$ cat src/rtl/msdap_sequencer.sv
// MSDAP control sequencer: memory clear, Rj/coefficient loading, data capture and ALU triggering.
// Optional low-power SLEEP state is built only when MSDAP_SLEEP_EN is defined.
module msdap_sequencer #(
    parameter int RJ_WORDS     = 16,
    parameter int COEFF_WORDS  = 512,
    parameter int DATA_WORDS   = 256,
    parameter int CLEAR_CYCLES = 256,
    localparam int AW = $clog2(COEFF_WORDS),
    localparam int DW = $clog2(DATA_WORDS),
    localparam int CW = $clog2(CLEAR_CYCLES + 1)
) (
    input  logic          clk,
    input  logic          rst_n,
    input  logic          frame_pulse,
    input  logic          cmd_rst_n,
    input  logic          all_zeros,
    output logic [3:0]    state,
    output logic          rj_wen,
    output logic          coeff_wen,
    output logic          data_wen,
    output logic [AW-1:0] wr_addr,
    output logic          clear_mem,
    output logic          alu_start,
    output logic          in_ready,
    output logic          sleep
);

    typedef enum logic [3:0] {
        ST_INIT       = 4'd0,
        ST_WAIT_RJ    = 4'd1,
        ST_READ_RJ    = 4'd2,
        ST_WAIT_COEFF = 4'd3,
        ST_READ_COEFF = 4'd4,
        ST_WAIT_INPUT = 4'd5,
        ST_WORKING    = 4'd6,
        ST_CLEARING   = 4'd7,
        ST_SLEEP      = 4'd8
    } state_e;

    localparam logic [AW-1:0] RJ_LAST    = AW'(RJ_WORDS - 1);
    localparam logic [AW-1:0] COEFF_LAST = AW'(COEFF_WORDS - 1);
    localparam logic [CW-1:0] CLR_LAST   = CW'(CLEAR_CYCLES - 1);

    state_e        state_q, state_d;
    logic [AW-1:0] cnt_q, cnt_d;
    logic [DW-1:0] ptr_q, ptr_d;
    logic [CW-1:0] clr_q, clr_d;
    logic          armed_q;
    logic          alu_q, alu_d;

    always_ff @(posedge clk or negedge rst_n) begin
        if (!rst_n) begin
            state_q <= ST_INIT;
            cnt_q   <= '0;
            ptr_q   <= '0;
            clr_q   <= '0;
            armed_q <= 1'b0;
            alu_q   <= 1'b0;
        end else begin
            state_q <= state_d;
            cnt_q   <= cnt_d;
            ptr_q   <= ptr_d;
            clr_q   <= clr_d;
            armed_q <= 1'b1;
            alu_q   <= alu_d;
        end
    end

    // armed_q holds off the INIT clear until the first clock after reset release.
    always_comb begin
        state_d   = state_q;
        cnt_d     = cnt_q;
        ptr_d     = ptr_q;
        clr_d     = '0;
        rj_wen    = 1'b0;
        coeff_wen = 1'b0;
        data_wen  = 1'b0;
        wr_addr   = '0;
        in_ready  = 1'b0;
        clear_mem = 1'b0;

        case (state_q)
            ST_INIT: begin
                clear_mem = armed_q;
                cnt_d     = '0;
                ptr_d     = '0;
                if (armed_q) begin
                    if (clr_q == CLR_LAST) begin
                        state_d = ST_WAIT_RJ;
                    end else begin
                        clr_d = clr_q + CW'(1);
                    end
                end
            end

            ST_WAIT_RJ: begin
                in_ready = 1'b1;
                if (frame_pulse) begin
                    rj_wen = 1'b1;
                    if (RJ_WORDS == 1) begin
                        cnt_d   = '0;
                        state_d = ST_WAIT_COEFF;
                    end else begin
                        cnt_d   = AW'(1);
                        state_d = ST_READ_RJ;
                    end
                end
            end

            ST_READ_RJ: begin
                in_ready = 1'b1;
                if (frame_pulse) begin
                    rj_wen  = 1'b1;
                    wr_addr = cnt_q;
                    if (cnt_q == RJ_LAST) begin
                        cnt_d   = '0;
                        state_d = ST_WAIT_COEFF;
                    end else begin
                        cnt_d = cnt_q + AW'(1);
                    end
                end
            end

            ST_WAIT_COEFF: begin
                in_ready = 1'b1;
                if (frame_pulse) begin
                    coeff_wen = 1'b1;
                    if (COEFF_WORDS == 1) begin
                        cnt_d   = '0;
                        state_d = ST_WAIT_INPUT;
                    end else begin
                        cnt_d   = AW'(1);
                        state_d = ST_READ_COEFF;
                    end
                end
            end

            ST_READ_COEFF: begin
                in_ready = 1'b1;
                if (frame_pulse) begin
                    coeff_wen = 1'b1;
                    wr_addr   = cnt_q;
                    if (cnt_q == COEFF_LAST) begin
                        cnt_d   = '0;
                        state_d = ST_WAIT_INPUT;
                    end else begin
                        cnt_d = cnt_q + AW'(1);
                    end
                end
            end

            ST_WAIT_INPUT: begin
                in_ready = 1'b1;
                if (!cmd_rst_n) begin
                    state_d = ST_CLEARING;
                end else if (frame_pulse) begin
                    data_wen = 1'b1;
                    ptr_d    = DW'(1);
                    state_d  = ST_WORKING;
                end
            end

            ST_WORKING: begin
                in_ready = 1'b1;
                if (!cmd_rst_n) begin
                    state_d = ST_CLEARING;
                end else begin
                    if (frame_pulse) begin
                        data_wen = 1'b1;
                        wr_addr  = AW'(ptr_q);
                        ptr_d    = ptr_q + DW'(1);
                    end
`ifdef MSDAP_SLEEP_EN
                    if (all_zeros) begin
                        state_d = ST_SLEEP;
                    end
`endif
                end
            end

            // Counter saturates so a long host clear still exits cleanly once released.
            ST_CLEARING: begin
                clear_mem = 1'b1;
                ptr_d     = '0;
                if (clr_q == CLR_LAST) begin
                    if (cmd_rst_n) begin
                        state_d = ST_WAIT_INPUT;
                    end else begin
                        clr_d = clr_q;
                    end
                end else begin
                    clr_d = clr_q + CW'(1);
                end
            end

`ifdef MSDAP_SLEEP_EN
            ST_SLEEP: begin
                in_ready = 1'b1;
                if (!cmd_rst_n) begin
                    state_d = ST_CLEARING;
                end else begin
                    if (frame_pulse) begin
                        data_wen = 1'b1;
                        wr_addr  = AW'(ptr_q);
                        ptr_d    = ptr_q + DW'(1);
                    end
                    if (!all_zeros) begin
                        state_d = ST_WORKING;
                    end
                end
            end
`endif

            default: begin
                state_d = ST_INIT;
                cnt_d   = '0;
                ptr_d   = '0;
            end
        endcase
    end

    // Writes landing while staying asleep do not trigger the ALU.
    assign alu_d     = data_wen && (state_d != ST_SLEEP);
    assign alu_start = alu_q;
    assign state     = state_q;

`ifdef MSDAP_SLEEP_EN
    assign sleep = (state_q == ST_SLEEP);
`else
    logic unused_all_zeros;
    assign unused_all_zeros = all_zeros;
    assign sleep            = 1'b0;
`endif

endmodule

$ cat config.mk
export PLATFORM = sky130hd
export DESIGN_NAME = msdap_sequencer
export DESIGN_NICKNAME = d
export VERILOG_FILES = /design/src/rtl/msdap_sequencer.sv
export SDC_FILE = /design/constraint.sdc
export NUM_CORES = 1
export LEC_CHECK = 0
export ABC_AREA = 1
export BUFFER_PORTS_ARGS = -buffer_cell sky130_fd_sc_hd__buf_2
export CORE_ASPECT_RATIO = 2
export CORE_MARGIN = 2
export CORE_UTILIZATION = 58
export CTS_CLUSTER_DIAMETER = 30
export DETAILED_ROUTE_END_ITERATION = 8
export PLACE_DENSITY = 0.79
export SYNTH_ARGS = -nofsm -noshare
export SYNTH_HDL_FRONTEND = slang
export SYNTH_SLANG_ARGS = --single-unit
$ cat constraint.sdc
create_clock -name clk -period 1.9 [get_ports clk]
set_input_delay 0.19 -clock clk [delete_from_list [all_inputs] [get_ports clk]]
set_output_delay 0.19 -clock clk [all_outputs]
set_load 0.005 [all_outputs]
==> impl_metrics.csv, run 1 <==
group,metric,value,unit
timing,period_share,97.7,%
power_and_ir_drop,power,1.31,mW
logic_synthesis,synthTopCellsByCount,"nand2_1 (82), nand3_1 (41), dfrtp_1 (32), inv_1 (32), nor2_1 (27)",
timing,tightestPinTransition,736,ps
placed_design,gp_congestion,0.888,
timing,rsz0062_at_grt,"yes",
placed_design,dp.cells,378,
die,rows,31,
power_and_ir_drop,vdd_drop_max,654,µV
worst_setup_path,cp-end-kind,"register",
grt,grt_pass1_vias,1972,
logic_synthesis,synth_top_area_cell,"dfrtp_1",
route,wl_per_cell,12.7,µm
worst_setup_path,timing.rr.end,"cnt_q[2]",
final_layout,syn_to_final_growth,19.4,%
final_layout,instances_no_fill,393,
logic_synthesis,synth-main-ff-cell,"dfrtp_1",
worst_setup_path,crit_type,"register to register",
outcome,status,"finished clean",
final_layout,final_net_count,353,
logic_synthesis,synth-edff-count,0,
min_path,hp-class,"input port to register",
logic_synthesis,synth_top_area_share,37.3,%
logic_synthesis,synth_warnings,0,
route,dr_total_vias,2119,
grt,grt_pass1_wl,8250,µm
route,drt_wl_total,4990,µm
route,first_pass_iters,4,
timing,clock.fmax,539,MHz
final_layout,num_antenna_cells,0,
timing,max_slew_margin,50.9,%
worst_setup_path,arrival,2030,ps
placed_design,dp_hpwl,3710,µm
grt,grt_max_degree,33,
logic_synthesis,synthArstFlopShare,100,%
clocking,cts_buffer_depth,2,
placed_design,place_area,0.00234,mm²
die,start_util,60.1,%
die,die_h,90.0,µm
logic_synthesis,yosysMostFrequentCell,"nand2_1",
clocking,cts_made_buffers,5,
logic_synthesis,syn_area,0.00215,mm²
worst_setup_path,reg2reg_depth,11,
route,first_iter_violations,49,
final_layout,stdcell_area,0.00256,mm²
die,fp.coreArea,0.00357,mm²
die,die_w,47.0,µm
grt,overflow,0,
logic_synthesis,syn_area_per_cell,7.04,µm²
die,ioPinCount,25,
timing,fin_skew,1.73,ps
clocking,cts_tree,"yes",
timing,setup_slack,44.3,ps
worst_setup_path,critPathLaunch,"cnt_q[0]",
clocking,clkTransAtPathRegs,60,ps
timing,setup_viol,0,
die,die_area,0.00423,mm²
logic_synthesis,synthCells,305,
placed_design,dp_slack,40.4,ps
clocking,cts_sinks,32,
final_layout,nFillCells,303,
power_and_ir_drop,p_leak,1.32,nW
worst_setup_path,reg2reg_from,"cnt_q[0]",
run,cap_violations,0,
route,vias_per_cell,5.39,
timing,hold_viol_final,0,
clocking,clkLatencyLatePin,280,ps
logic_synthesis,synthTopCellsByArea,"dfrtp_1 (37%), nand2_1 (14%), nand3_1 (9.6%), inv_1 (5.6%), nor2_1 (4.7%)",
power_and_ir_drop,power.density,510,mW/mm²
worst_setup_path,cp-start-kind,"register",
grt,grtUsageTotal,26.2,%
route,route.detailed.drc,0,
logic_synthesis,ys_types,31,
worst_setup_path,cp_max_fo,5,
placed_design,io_buffer_count,22,
clocking,htree_levels,2,
logic_synthesis,seq_area_frac_synth,37.3,%
timing,finalMaxSlewViolations,0,
route,ant_nets,0,
final_layout,drive_gt1_share,26.2,%
worst_setup_path,endpoint,"cnt_q[2]",
logic_synthesis,ys_ff_latch,32,
grt,antenna_found_initial,0,
worst_setup_path,regToRegSetupSlack,40,ps
worst_setup_path,required,2080,ps
timing,fin_crit,1860,ps
clocking,clockRootBuffer,"clkbuf_8",
power breakdown:
part / switching, mW / total, mW / internal [mW]
registers: 0.00564 / 0.691 / 0.686
clock network: 0.245 / 0.567 / 0.322
logic: 0.0373 / 0.0473 / 0.0100
cells in the final DEF (no fill, tap or decap):
cell type	instances
buf_4	13
conb_1	3
inv_1	32
buf_2	22
ha_1	2
nand3_1	41
a31oi_1	1
nor2_1	26
nor3_1	5
inv_4	1
o21ai_2	5
dlygate4sd3_1	1
dfrtp_1	30
a31o_2	1
xnor2_1	1
nand2_4	2
nand2_1	76
inv_2	9
nor3b_2	1
o32ai_1	7
nand4_1	2
nand2_2	13
nor2_4	5
o21ai_1	6
a21boi_1	1
nand3b_1	3
xor2_1	3
nor2_2	5
a21oi_1	6
o21ai_0	6
clkbuf_8	7
buf_12	1
dfrtp_2	2
o211ai_1	2
nand3_4	1
ha_2	2
sequential cells by signal, indices dropped and copies added, names as in the netlist:
name,flops
alu_start,1
armed_q,1
ptr_q,8
state,4
cnt_q,9
clr_q,9
per-layer routing:
metal	routed length (µm)	GRT usage, %	vias to the layer above
met4	223	14.4	0
li1	-	-	1057
met3	144	5.22	19
met1	1820	26.0	996
met5	0	0	-
met2	2800	46.1	47
logic make-up after synthesis:
kind of cell,count (synthesis),synth area share (%)
and+or+nand+nor,180,38.2
buffers and inverters,48,9.33
AOI/OAI and AO/OA,35,10.8
DFF,32,37.3
xor gates and xnor gates,4,1.63
adders and majority gates,4,2.33
other,2,0.350
metrics by stage:
stage / setup TNS [ps] / hold slack [ps] / util, %
final: 0 / 285 / 71.8
after global routing: -739 / 317 / 71.8
after CTS: 0 / 279 / 68.9
after detailed placement: 0 / 289 / 65.7
after global placement: 0 / 287 / 65.7
after floorplan: 0 / -106 / -
how the worst min path moves through the flow:
| stage | end | from | cells after the start |
|---|---|---|---|
| 6_report | clr_q[0] | cmd_rst_n | 4 |
| 4_1_cts | clr_q[1] | cmd_rst_n | 4 |
| 3_5_place_dp | ptr_q[7] | rst_n | 1 |
| 2_1_floorplan | alu_start | rst_n | 0 |
| 3_3_place_gp | ptr_q[7] | rst_n | 1 |
| 5_1_grt | clr_q[0] | cmd_rst_n | 4 |
worst max-delay path, stage by stage, from the launching register on:
cell,delay [ps]
dfrtp_1,360
ha_2,180
nand2_1,80
nor2_2,140
nand2_2,80
nor3b_2,270
ha_2,230
inv_1,70
nand2_2,90
nand3_4,110
nand2_1,100
nor2_1,40
area by class of cell:
cell class | instances | area [µm²] | area share (%)
Timing Repair Buffer | 37 | 238 | 9.28
Multi-Input combinational cell | 226 | 1200 | 47.0
Clock buffer | 7 | 96.3 | 3.76
Tap cell | 49 | 61.3 | 2.39
Inverter | 42 | 160 | 6.25
Sequential cell | 32 | 803 | 31.3
repair_timing:
item | CTS | global route
hold buffers | 1 | 0
setup buffers | 0 | 7
endpoints found under the setup margin | 7 | 15
pin swaps | 0 | 11
hold endpoints to repair | 32 | 0
gates resized for setup | 2 | 16
Power figures use the tool's default switching activity.
==> run 2, diff against run 1 <==
--- a/config.mk
+++ b/config.mk
@@ -9,10 +9,11 @@
 export BUFFER_PORTS_ARGS = -buffer_cell sky130_fd_sc_hd__buf_2
 export CORE_ASPECT_RATIO = 2
 export CORE_MARGIN = 2
-export CORE_UTILIZATION = 58
+export CORE_UTILIZATION = 63
 export CTS_CLUSTER_DIAMETER = 30
 export DETAILED_ROUTE_END_ITERATION = 8
-export PLACE_DENSITY = 0.79
+export PLACE_DENSITY = 0.85
+export SLEW_MARGIN = 20
 export SYNTH_ARGS = -nofsm -noshare
 export SYNTH_HDL_FRONTEND = slang
 export SYNTH_SLANG_ARGS = --single-unit
==> constraint.sdc (replaced) <==
create_clock -name clk -period 2.3 [get_ports clk]
set_input_delay 0.23 -clock clk [delete_from_list [all_inputs] [get_ports clk]]
set_output_delay 0.23 -clock clk [all_outputs]
set_load 0.005 [all_outputs]
==> run 2 against run 1 <==
The flow now finishes with violations (hold timing); register-to-register slack improved by 290 ps; die area is 7.4% lower; total power fell by 19%; non-clock buffer count decreased by 15; setup slack improved by 200 ps; cell area fell by 8.4%; critical path depth fell by 5; sequential share of layout area increased by 2.8 points; flip-flop and latch count did not move; via count shrank 4.0%; clock skew is 1.8 ps higher.
==> impl_metrics.csv, run 2 (synthesis results as in run 1) <==
group,metric,value,unit
final_layout,syn_to_final_growth,9.39,%
outcome,status,"finished, violations left",
route,drt_wl_total,4710,µm
grt,overflow,0,
worst_setup_path,regToRegSetupSlack,330,ps
worst_setup_path,cp-end-kind,"output pin",
clocking,cts_sinks,32,
timing,setup_viol,0,
final_layout,nFillCells,296,
die,die_w,45.3,µm
placed_design,dp_hpwl,3630,µm
worst_setup_path,cp_max_fo,12,
clocking,cts_tree,"yes",
outcome,violations,"hold timing",
worst_setup_path,reg2reg_depth,11,
route,first_iter_violations,51,
route,first_pass_iters,4,
grt,grtUsageTotal,27.1,%
power_and_ir_drop,vdd_drop_max,404,µV
timing,tightestPinTransition,727,ps
worst_setup_path,required,2070,ps
final_layout,layout_common_cells,"nand2_1 (82), nand3_1 (41), inv_1 (32), dfrtp_1 (32), nor2_1 (27)",
power_and_ir_drop,p_leak,1.22,nW
grt,antenna_found_initial,0,
timing,rsz0062_at_grt,"no",
timing,fin_crit,2060,ps
final_layout,stdcell_area,0.00235,mm²
route,wl_per_cell,13.0,µm
route,dr_total_vias,2035,
clocking,clockRootBuffer,"clkbuf_8",
run,cap_violations,0,
clocking,cts_made_buffers,5,
die,start_util,64.2,%
clocking,clkTransAtPathRegs,60,ps
route,ant_nets,0,
die,rows,30,
timing,max_slew_margin,51.5,%
die,die_h,86.5,µm
placed_design,place_area,0.00226,mm²
route,route.detailed.drc,0,
worst_setup_path,cp-start-kind,"register",
final_layout,final_common_cell,"nand2_1",
placed_design,io_buffer_count,22,
die,die_area,0.00392,mm²
die,ioPinCount,25,
final_layout,largestRegisters,"clr_q: 9 flops, cnt_q: 9 flops, ptr_q: 8 flops",
clocking,cts_setup_buffers,0,
route,vias_per_cell,5.62,
worst_setup_path,timing.rr.end,"cnt_q[7]",
min_path,hp-class,"input port to async pin",
worst_setup_path,critPathLaunch,"state[3]",
timing,holdWs,-2.57,ps
final_layout,num_antenna_cells,0,
final_layout,final_net_count,338,
grt,grt_pass1_wl,7940,µm
timing,hold_viol_final,2,
timing,period_share,89.4,%
clocking,htree_levels,2,
die,fp.coreArea,0.00334,mm²
final_layout,drive_gt1_share,19.1,%
timing,fin_skew,3.54,ps
worst_setup_path,crit_type,"register to output pin",
placed_design,gp_congestion,0.882,
timing,fin_setup_tns,0,ps
timing,clock.fmax,486,MHz
worst_setup_path,arrival,1830,ps
worst_setup_path,reg2reg_from,"cnt_q[0]",
worst_setup_path,endpoint,"wr_addr[1]",
timing,finalMaxSlewViolations,0,
grt,grt_pass1_vias,1995,
clocking,cts_buffer_depth,2,
clocking,clkLatencyLatePin,280,ps
clocking,cts_resized,0,
clocking,hold_buffers,0,
power_and_ir_drop,power.density,448,mW/mm²
grt,grt_max_degree,33,
[run 2: area by class of cell]
cell class	instances	area (µm²)	share of cell area (%)
multi-input combinational	226	1150	48.9
inverter	42	158	6.72
sequential	32	801	34.1
tap	32	40.0	1.71
timing repair buffer	22	110	4.69
clock buffer	8	90.1	3.84
[run 2: through the flow]
stage	instances	setup WS [ps]	hold slack [ps]	utilization [%]	total power, mW
floorplan	306	647	-65.6	-	0.600
global placement	354	360	326	67.6	0.620
global route	362	101	57.3	70.3	1.09
CTS	362	227	12.4	70.3	1.06
detailed placement	354	326	320	67.6	0.620
finish	362	243	-2.57	70.3	1.05
[run 2: routing by layer]
layer / GRT usage [%] / routed length (µm) / vias to the layer above
met5: 0 / 0 / -
met2: 49.4 / 2610 / 45
met4: 14.4 / 174 / 0
met1: 26.8 / 1750 / 945
met3: 5.21 / 178 / 14
li1: - / - / 1031
[run 2: worst min path at each step]
| stage | start | slack [ps] | end | cells past startpoint |
|---|---|---|---|---|
| global route | rst_n | 60 | ptr_q[1] | 1 |
| CTS | rst_n | 10 | ptr_q[1] | 1 |
| global placement | rst_n | 330 | ptr_q[4] | 1 |
| detailed placement | rst_n | 320 | ptr_q[2] | 1 |
| floorplan | rst_n | -70 | alu_start | 0 |
| finish | rst_n | -3 | ptr_q[2] | 1 |
[run 2: critical path: stages, from the launching register on]
cell and delay, ps:
dfrtp_1 450, nor2_4 230, nand2_1 270, inv_1 270, nand2_1 80, o21ai_1 120, buf_2 130
[run 2: where the power goes]
group / switching, mW / internal (mW)
combinational: 0.0304 / 0.00763
sequential: 0.00481 / 0.566
clock: 0.200 / 0.244
==> run 3, diff against run 2 <==
--- a/config.mk
+++ b/config.mk
@@ -5,14 +5,13 @@
 export SDC_FILE = /design/constraint.sdc
 export NUM_CORES = 1
 export LEC_CHECK = 0
-export ABC_AREA = 1
 export BUFFER_PORTS_ARGS = -buffer_cell sky130_fd_sc_hd__buf_2
 export CORE_ASPECT_RATIO = 2
 export CORE_MARGIN = 2
-export CORE_UTILIZATION = 63
+export CORE_UTILIZATION = 62
 export CTS_CLUSTER_DIAMETER = 30
 export DETAILED_ROUTE_END_ITERATION = 8
-export PLACE_DENSITY = 0.85
+export PLACE_DENSITY = 0.84
 export SLEW_MARGIN = 20
 export SYNTH_ARGS = -nofsm -noshare
 export SYNTH_HDL_FRONTEND = slang
==> run 3 against run 2 <==
The flow now finishes without violations; critical endpoint is now clr_q[1]; largest cell class unchanged; highest routed layer unchanged; total power is 0.30% higher; largest power group unchanged; sequential power hardly changed; flip-flop and latch count stayed put; synthesized cell count is 23% lower; synthesized area is 6.0% lower; hold slack better by 9.2 ps.
==> impl_metrics.csv, run 3 <==
group,metric,value,unit
worst_setup_path,cp-end-kind,"register",
final_layout,largestRegisters,"clr_q: 9 flops, cnt_q: 9 flops, ptr_q: 8 flops",
final_layout,final_net_count,273,
timing,fin_skew,6.32,ps
final_layout,stdcell_area,0.00232,mm²
clocking,clkLatencyLatePin,280,ps
logic_synthesis,synth_warnings,0,
power_and_ir_drop,vdd_drop_max,487,µV
final_layout,instances_no_fill,296,
final_layout,layout_common_cells,"dfrtp_1 (31), nor2_1 (22), buf_2 (22), nand2_1 (20), o21ai_1 (15)",
logic_synthesis,ys_ff_latch,32,
worst_setup_path,cp-start-kind,"register",
clocking,clkTransAtPathRegs,70,ps
die,die_area,0.00375,mm²
route,ant_nets,0,
logic_synthesis,ys_types,47,
worst_setup_path,cp_max_fo,9,
placed_design,dp_hpwl,3620,µm
worst_setup_path,reg2reg_depth,6,
route,route.detailed.drc,0,
timing,hold_viol_final,0,
final_layout,final_util,73.4,%
die,start_util,63.9,%
die,ioPinCount,25,
die,die_h,84.7,µm
timing,clock.fmax,461,MHz
logic_synthesis,synth-edff-count,0,
timing,fin_crit,2170,ps
timing,period_share,94.4,%
final_layout,drive_gt1_share,20.4,%
placed_design,io_buffer_count,22,
logic_synthesis,synth_top_area_share,39.7,%
grt,overflow,0,
clocking,cts_made_buffers,5,
clocking,cts_sinks,32,
timing,max_slew_margin,51.0,%
placed_design,dp_slack,111,ps
worst_setup_path,arrival,2340,ps
timing,tightestPinTransition,734,ps
power_and_ir_drop,p_leak,1.07,nW
worst_setup_path,required,2470,ps
logic_synthesis,synth_top_area_cell,"dfrtp_1",
route,dr_total_vias,1923,
timing,finalMaxSlewViolations,0,
logic_synthesis,synthArstFlopShare,100,%
worst_setup_path,reg2reg_from,"clr_q[0]",
clocking,cts_resized,0,
timing,setup_viol,0,
logic_synthesis,seq_area_frac_synth,39.7,%
final_layout,final_common_cell,"dfrtp_1",
logic_synthesis,synthCells,236,
clocking,cts_buffer_depth,2,
route,first_pass_iters,5,
worst_setup_path,timing.rr.end,"clr_q[1]",
grt,antenna_found_initial,0,
logic_synthesis,synth-main-ff-cell,"dfrtp_1",
worst_setup_path,regToRegSetupSlack,130,ps
die,die_w,44.3,µm
logic_synthesis,yosysMostFrequentCell,"dfrtp_1",
route,drt_wl_total,5080,µm
logic_synthesis,synthTopCellsByArea,"dfrtp_1 (40%), nor2_1 (4.1%), nand2_1 (3.7%), a22o_1 (3.5%), o21ai_0 (3.2%)",
timing,holdWs,6.66,ps
placed_design,dp.cells,288,
final_layout,syn_to_final_growth,14.9,%
logic_synthesis,syn_area,0.00202,mm²
grt,grt_pass1_vias,1913,
outcome,status,"finished clean",
power_and_ir_drop,power,1.06,mW
clocking,cts_setup_buffers,0,
clocking,clockRootBuffer,"clkbuf_8",
clocking,cts_tree,"yes",
grt,grtUsageTotal,30.0,%
logic_synthesis,syn_area_per_cell,8.55,µm²
route,wl_per_cell,17.2,µm
clocking,htree_levels,2,
grt,grt_max_degree,33,
grt,grt_pass1_wl,8510,µm
route,first_iter_violations,59,
clocking,hold_buffers,0,
timing,setup_slack,129,ps
placed_design,gp_congestion,0.900,
final_layout,num_antenna_cells,0,
placed_design,place_area,0.00220,mm²
route,vias_per_cell,6.50,
worst_setup_path,critPathLaunch,"clr_q[0]",
run,cap_violations,0,
die,fp.coreArea,0.00316,mm²
worst_setup_path,crit_type,"register to register",
logic_synthesis,synthTopCellsByCount,"dfrtp_1 (32), nor2_1 (22), nand2_1 (20)",
worst_setup_path,endpoint,"clr_q[1]",
timing,fin_setup_tns,0,ps
min_path,hp-class,"input port to async pin",
die,rows,29,
power_and_ir_drop,power.density,456,mW/mm²
## run 3: cell type report
cell class,instances,area (µm²)
multi-input cells,181,1140
fillers,253,840
flip-flops and latches,32,802
repair buffers,36,215
clock buffers,8,90.1
well taps,31,38.8
inverters,8,30.0
## run 3: cell families (layout without fill, tap and decap cells)
logic type	Yosys count	count (layout)	synth area share (%)
simple gates	95	95	25.2
other cells	2	3	0.372
buf+inv	24	52	5.21
flops	32	32	39.7
xor+xnor	8	8	3.47
compound gates	68	68	21.4
fa+ha+maj	6	6	3.47
mux	1	1	1.12
## run 3: worst min-delay path by stage
stage,cells after the start,endpoint,slack [ps],from
finish,1,ptr_q[4],7,rst_n
global placement,1,ptr_q[3],320,rst_n
global route,1,ptr_q[4],70,rst_n
CTS,1,ptr_q[4],30,rst_n
detailed placement,1,ptr_q[4],330,rst_n
floorplan,0,alu_start,-70,rst_n
## run 3: metal layers
| metal | routed length, µm | global-route usage, % | vias to the layer above |
|---|---|---|---|
| met1 | 1810 | 31.9 | 927 |
| met2 | 2900 | 53.7 | 69 |
| met3 | 179 | 4.52 | 19 |
| met4 | 193 | 15.2 | 0 |
| li1 | - | - | 908 |
| met5 | 0 | 0 | - |
## run 3: critical path: stages (launching register included)
cell and delay (ps):
dfrtp_1 440, ha_1 250, nand3_2 160, or4_4 470
or4_4 580, nand3_2 110, o21ai_2 50
## run 3: power by group
| group | switching (mW) | total (mW) | internal [mW] |
|---|---|---|---|
| sequential | 0.00314 | 0.569 | 0.566 |
| clock | 0.196 | 0.440 | 0.244 |
| combinational | 0.0338 | 0.0463 | 0.0125 |
